## config.mk

```make
export PLATFORM = sky130hd
export DESIGN_NAME = pwm_top
export DESIGN_NICKNAME = d
export VERILOG_FILES = /design/src/rtl/pwm_top.sv
export SDC_FILE = /design/constraint.sdc
export NUM_CORES = 1
export LEC_CHECK = 0
export ABC_AREA = 1
export CORE_MARGIN = 4
export CORE_UTILIZATION = 46
export DETAILED_ROUTE_END_ITERATION = 10
export GPL_ROUTABILITY_DRIVEN = 0
export PLACE_DENSITY = 0.7
export SETUP_SLACK_MARGIN = 0.4
export SYNTH_ARGS = -nofsm -noshare
export SYNTH_HDL_FRONTEND = slang
export SYNTH_SLANG_ARGS = --single-unit
```

## constraint.sdc

```tcl
create_clock -name io_in -period 4.4 [get_ports io_in]
set_input_delay 0.66 -clock io_in [delete_from_list [all_inputs] [get_ports io_in]]
set_output_delay 0.66 -clock io_in [all_outputs]
set_load 0.02 [all_outputs]
```

## src/rtl/pwm_top.sv

```systemverilog
// Single-channel PWM generator with push-button duty stepping, pinned out on io_in/io_out.
// Buttons are synchronized and edge-detected; each press moves duty by one step (1/PERIOD).
module pwm_top #(
  parameter int unsigned PERIOD     = 10,
  parameter int unsigned DUTY_RESET = 5,
  parameter int unsigned CNT_W      = 4
) (
  input  logic [7:0] io_in,
  output logic [7:0] io_out
);

  localparam logic [CNT_W-1:0] LastCnt   = CNT_W'(PERIOD - 1);
  localparam logic [CNT_W-1:0] MaxDuty   = CNT_W'(PERIOD);
  localparam logic [CNT_W-1:0] ResetDuty = CNT_W'(DUTY_RESET);
  localparam logic [CNT_W-1:0] OneStep   = CNT_W'(1);

  logic             w_clk;
  logic             w_rst;
  logic             w_inc_btn;
  logic             w_dec_btn;
  logic [3:0]       w_unused_io;

  logic [CNT_W-1:0] r_cnt;
  logic [CNT_W-1:0] w_cnt_d;
  logic [CNT_W-1:0] r_duty;
  logic [CNT_W-1:0] w_duty_d;
  logic             r_pwm_q;

  logic             r_inc_s1, r_inc_s2, r_inc_s3;
  logic             r_dec_s1, r_dec_s2, r_dec_s3;
  logic             w_inc_pulse;
  logic             w_dec_pulse;

  assign w_clk       = io_in[0];
  assign w_rst       = io_in[1];
  assign w_inc_btn   = io_in[2];
  assign w_dec_btn   = io_in[3];
  assign w_unused_io = io_in[7:4];

  // One pulse per rising edge of the synchronized button level.
  assign w_inc_pulse = r_inc_s2 & ~r_inc_s3;
  assign w_dec_pulse = r_dec_s2 & ~r_dec_s3;

  always_ff @(posedge w_clk or posedge w_rst) begin
    if (w_rst) begin
      r_inc_s1 <= 1'b0;
      r_inc_s2 <= 1'b0;
      r_inc_s3 <= 1'b0;
      r_dec_s1 <= 1'b0;
      r_dec_s2 <= 1'b0;
      r_dec_s3 <= 1'b0;
    end else begin
      r_inc_s1 <= w_inc_btn;
      r_inc_s2 <= r_inc_s1;
      r_inc_s3 <= r_inc_s2;
      r_dec_s1 <= w_dec_btn;
      r_dec_s2 <= r_dec_s1;
      r_dec_s3 <= r_dec_s2;
    end
  end

  always_comb begin
    w_cnt_d = r_cnt + OneStep;
    if (r_cnt == LastCnt) begin
      w_cnt_d = '0;
    end
  end

  // Simultaneous presses cancel; both ends saturate.
  always_comb begin
    w_duty_d = r_duty;
    case ({w_inc_pulse, w_dec_pulse})
      2'b10: begin
        if (r_duty != MaxDuty) begin
          w_duty_d = r_duty + OneStep;
        end
      end
      2'b01: begin
        if (r_duty != '0) begin
          w_duty_d = r_duty - OneStep;
        end
      end
      default: begin
        w_duty_d = r_duty;
      end
    endcase
  end

  always_ff @(posedge w_clk or posedge w_rst) begin
    if (w_rst) begin
      r_cnt   <= '0;
      r_duty  <= ResetDuty;
      r_pwm_q <= 1'b0;
    end else begin
      r_cnt   <= w_cnt_d;
      r_duty  <= w_duty_d;
      r_pwm_q <= (r_cnt < r_duty);
    end
  end

  assign io_out = {6'b000000, ~r_pwm_q, r_pwm_q};

endmodule

```

### Word level (Yosys, flattened, before mapping)

Index checks and enable logic that the tools add are counted.

| word-level totals | value |
|---|---|
| bits in registers | 15 |
| bits of input ports | 8 |
| word-level logic and storage cells | 31 |

| operators by class | value |
|---|---|
| $add $sub $neg | 3 |
| order comparisons | 1 |
| eq/ne operators | 6 |
| multiplexer cells | 4 |
| bitwise operators | 5 |
| reduce and logical (&&, ||, !) cells | 3 |

Operators with widths:

| kind | count |
|---|---|
| 4-bit 2-to-1 mux | 3 |
| 4-bit by 1-bit adder with 4-bit output (second input constant) | 2 |
| 4-bit one-hot mux with 2 select lines | 1 |
| 4-bit == test (second input constant) | 1 |
| 4-bit less-than comparator | 1 |
| 2-bit != test (second input constant) | 2 |
| 4-bit != test (second input constant) | 1 |
| 4-bit nonzero test | 1 |
| 4-bit by 1-bit subtractor with 4-bit output (second input constant) | 1 |
| 1-bit inverter | 3 |
| 3-bit AND reduction | 1 |
| 1-bit AND | 2 |
| 2-bit by 1-bit == test with 1-bit output (second input constant) | 1 |
| 2-bit == test (second input constant) | 1 |
| 2-bit nonzero test | 1 |

### Longest topological paths before layout

| logic depth | value |
|---|---|
| depth in word-level cells | 5 |
| mapped depth | 12 |

### Worst setup path after synthesis

Ideal clock, no wire load.

| path | value |
|---|---|
| path kind | register to register |
| start point | reg r_inc_s3 |
| end point | reg r_duty[2] |
| setup time | 0.086 ns |
| arrival | 1.473 ns |
| required time | 4.314 ns |
| path slack | 2.841 ns |
| cell stages (with the launch flop) | 10 |
| path buffers | 0 |
| cell sequence | dfrtp_1 -> nor2_1 -> inv_1 -> ha_1 -> nor2_1 -> nor2_4 -> ha_1 -> a21oi_1 -> xor2_1 -> o21ai_0 |

| between the ends | value |
|---|---|
| word-level cells in the longest chain between the ends | 5 |
| elaborated cells on any way between the ends | 9 |
| those cells by class | eq/ne (4); mux (1); bitwise (2); reduce/logical (2) |

RTL lines:

| element | RTL line | source |
|---|---|---|
| start: declaration | 29 | `logic r_inc_s1, r_inc_s2, r_inc_s3;` |
| start signal: assignment | 55 | `r_inc_s3 <= r_inc_s2;` |
| 1-bit inverter * | 41 | `assign w_inc_pulse = r_inc_s2 & ~r_inc_s3;` |
| 1-bit AND * | 41 |  |
| 2-bit by 1-bit == test with 1-bit output / 2-bit == test (equally long branches) | 72 | `case ({w_inc_pulse, w_dec_pulse})` |
| 2-bit != test (no source line) / 2-bit nonzero test (equally long branches) | n/a |  |
| 3-bit AND reduction (no source line) | n/a |  |
| end signal: assignment | 92 | `r_duty <= ResetDuty;` |
| end signal: assignment | 96 | `r_duty <= w_duty_d;` |
| end: declaration | 25 | `logic [CNT_W-1:0] r_duty;` |

Every way passes the cells marked *; elsewhere a longest branch is shown, timed or not.
A chain may end at the register's enable or synchronous reset.

==> qor.yml <==
vias: 660
yosysTopAreaCell: "dfrtp_1"
syn2layout_area_growth_pct: 18.0
worstSkewPairLatency_ns: 0.28
timing.hold.ws_ns: -0.256
wirelength_um: 1520
crit_path_start_kind: "clock port"
cts_resized: 0
drive_gt1_share_pct: 14.8
synth_top_area_share_pct: 39.0
final_hold_viol_count: 2
cp-startpoint: "io_in[1]"
io_pins: 16
cp_common_cell: "clkbuf_4"
syn_inst: 93
syn-mean-instance-area_um2: 8.97
die_area_mm2: 0.00256
leakagePower_nw: 0.501
failed_checks: "hold timing"
cts_setup_buffers: 0
setup_tns_ns: 0
fp.coreArea_mm2: 0.00173
drtIter0Drc: 11
finClkSkew_ns: 0.00300
firstDrtPassIters: 4
postRouteAntennaNets: 0
antenna_cells: 0
rows: 15
die_y_um: 50.6
powerDensity_mw_per_mm2: 432
rr_startpoint: "r_dec_s2"
synth_area_um2: 835
arrival_ns: 2.56
grt_max_degree: 10
ys_ff_latch: 15
grt_usage_pct: 14.7
portBuffers: 2
crit_fanout: 7
final_nets: 130
yosysWarnings: 0
ys_types: 22
synthTopCellsByArea: "dfrtp_1 39%, ha_1 10%, nand2_1 8.1%, inv_1 7.2%, buf_4 6.3%"
setup_viol: 0
status: "finished with violations"
vias_per_cell: 4.71
endpoint_kind: "asynchronous set/reset pin"
first_global_vias: 747
hold_class: "clk -> reg"
clkTransAtPathRegs_ns: 0.09
routedWlPerCell_um: 10.9
die-width_um: 50.6
grt_setup_unrepaired: "false"
antenna_found_initial: 0
cp_cell_sequence: "clkbuf_4 -> clkbuf_4 -> inv_1"
slowest_delay_ns: 0.17
cp_top_family: "buffers and inverters"
ys_seq_area_share_pct: 45.3
hp-start: "io_in[3]"
start_util_pct: 48.3
hold_buffers: 0
path_class: "clk -> async"
place_hpwl_um: 1030
gr-total-overflow: 0
required_ns: 4.82
ir_drop_uv: 270
cap_viol_max_count: 0
drcViolationCount: 0
cts_tree: "built"
grt_pass1_wl_um: 2640
p_total_mw: 0.426
slew_violations: 0
crit_slowest_cell: "clkbuf_4"
cp_num_buf_inv: 3
[through the flow]
stage | hold slack [ns] | instances | setup WS, ns | utilization (%) | area [µm²]
2_1_floorplan | 0.0314 | 98 | 1.97 | - | 853
3_3_place_gp | 0.0314 | 118 | 1.97 | 49.3 | 852
3_5_place_dp | 0.0314 | 118 | 1.97 | 49.3 | 852
4_1_cts | -0.265 | 140 | 2.26 | 57.0 | 985
5_1_grt | -0.275 | 140 | 2.25 | 57.0 | 985
6_report | -0.256 | 140 | 2.26 | 57.0 | 985
[area by class of cell]
type	instances	area, µm²
Clock buffer	6	45.0
Fill cell	154	742
Multi-Input combinational cell	59	359
Tap cell	25	31.3
Sequential cell	15	378
Inverter	16	60.1
Timing Repair Buffer	2	20.0
Clock inverter	17	91.3
[registers in the layout (all words and copies together), names as in the netlist]
signal / flops
r_cnt: 4
r_duty: 4
r_inc_s3: 1
r_dec_s1: 1
r_dec_s3: 1
r_pwm_q: 1
r_inc_s1: 1
r_dec_s2: 1
r_inc_s2: 1
[power breakdown]
group          leakage (nW)  total [mW]  switching [mW]  internal (mW)
sequential            0.203       0.141               0          0.141
combinational         0.172     0.00456         0.00456              0
clock                 0.126       0.281           0.137          0.144
[placed cells by master (no fill, tap or decap)]
master,Yosys,routed
nand3_1,2,2
a21o_1,1,1
nor2_2,1,1
a21oi_1,4,4
inv_1,16,30
dfrtp_1,13,13
clkbuf_4,0,6
nand3_2,2,2
conb_1,1,6
o21bai_4,1,1
o22a_1,1,1
clkinv_2,0,1
nor2_1,7,7
dfstp_2,2,2
o21ai_0,3,3
a31oi_1,1,1
bufinv_16,0,1
a21oi_2,1,1
ha_1,7,7
nor2_4,1,1
o21ai_1,1,1
xor2_1,2,2
inv_2,1,1
nand2_1,18,18
clkdlybuf4s50_1,0,2
[cell families after synthesis]
group | count (synthesis) | synth area share, %
AND/OR/NAND/NOR | 31 | 16.9
other | 1 | 0.449
flip-flops | 15 | 45.3
adder cells (fa/ha/maj) | 7 | 10.5
AO/OA/AOI/OAI | 13 | 10.8
XOR/XNOR | 2 | 2.10
buffers and inverters | 24 | 13.9
[final timing paths]
kind                        endpoint  slack (ns)  depth (start not counted)
max                        r_duty[2]        2.26                          3
min                         r_dec_s1       -0.26                          0
max reg2reg                r_duty[2]        2.52                         10
min reg2reg                 r_inc_s2        0.36                          0
max in group io_in          r_inc_s1        2.39                          0
min in group asynchronous   r_inc_s3        1.95                          3
[layer usage]
layer  vias up  GRT usage (%)  part of all wire (%)  wire [µm]
met1       305           11.4                    37        557
met4         0           21.5                   6.7        102
met2        28           21.1                    49        750
met5         -              0                     0          0
met3        13           8.61                   7.2        109
li1        314              -                     -          -
[cells in the mapped netlist, drive strengths merged]
library cell,count
inv,17
a31oi,1
dfstp,2
o21bai,1
a21o,1
dfrtp,13
xor2,2
nand3,4
a21oi,5
ha,7
nand2,18
buf,7
conb,1
o21ai,4
o22a,1
nor2,9
No activity file was read; power rests on OpenSTA's default activity.
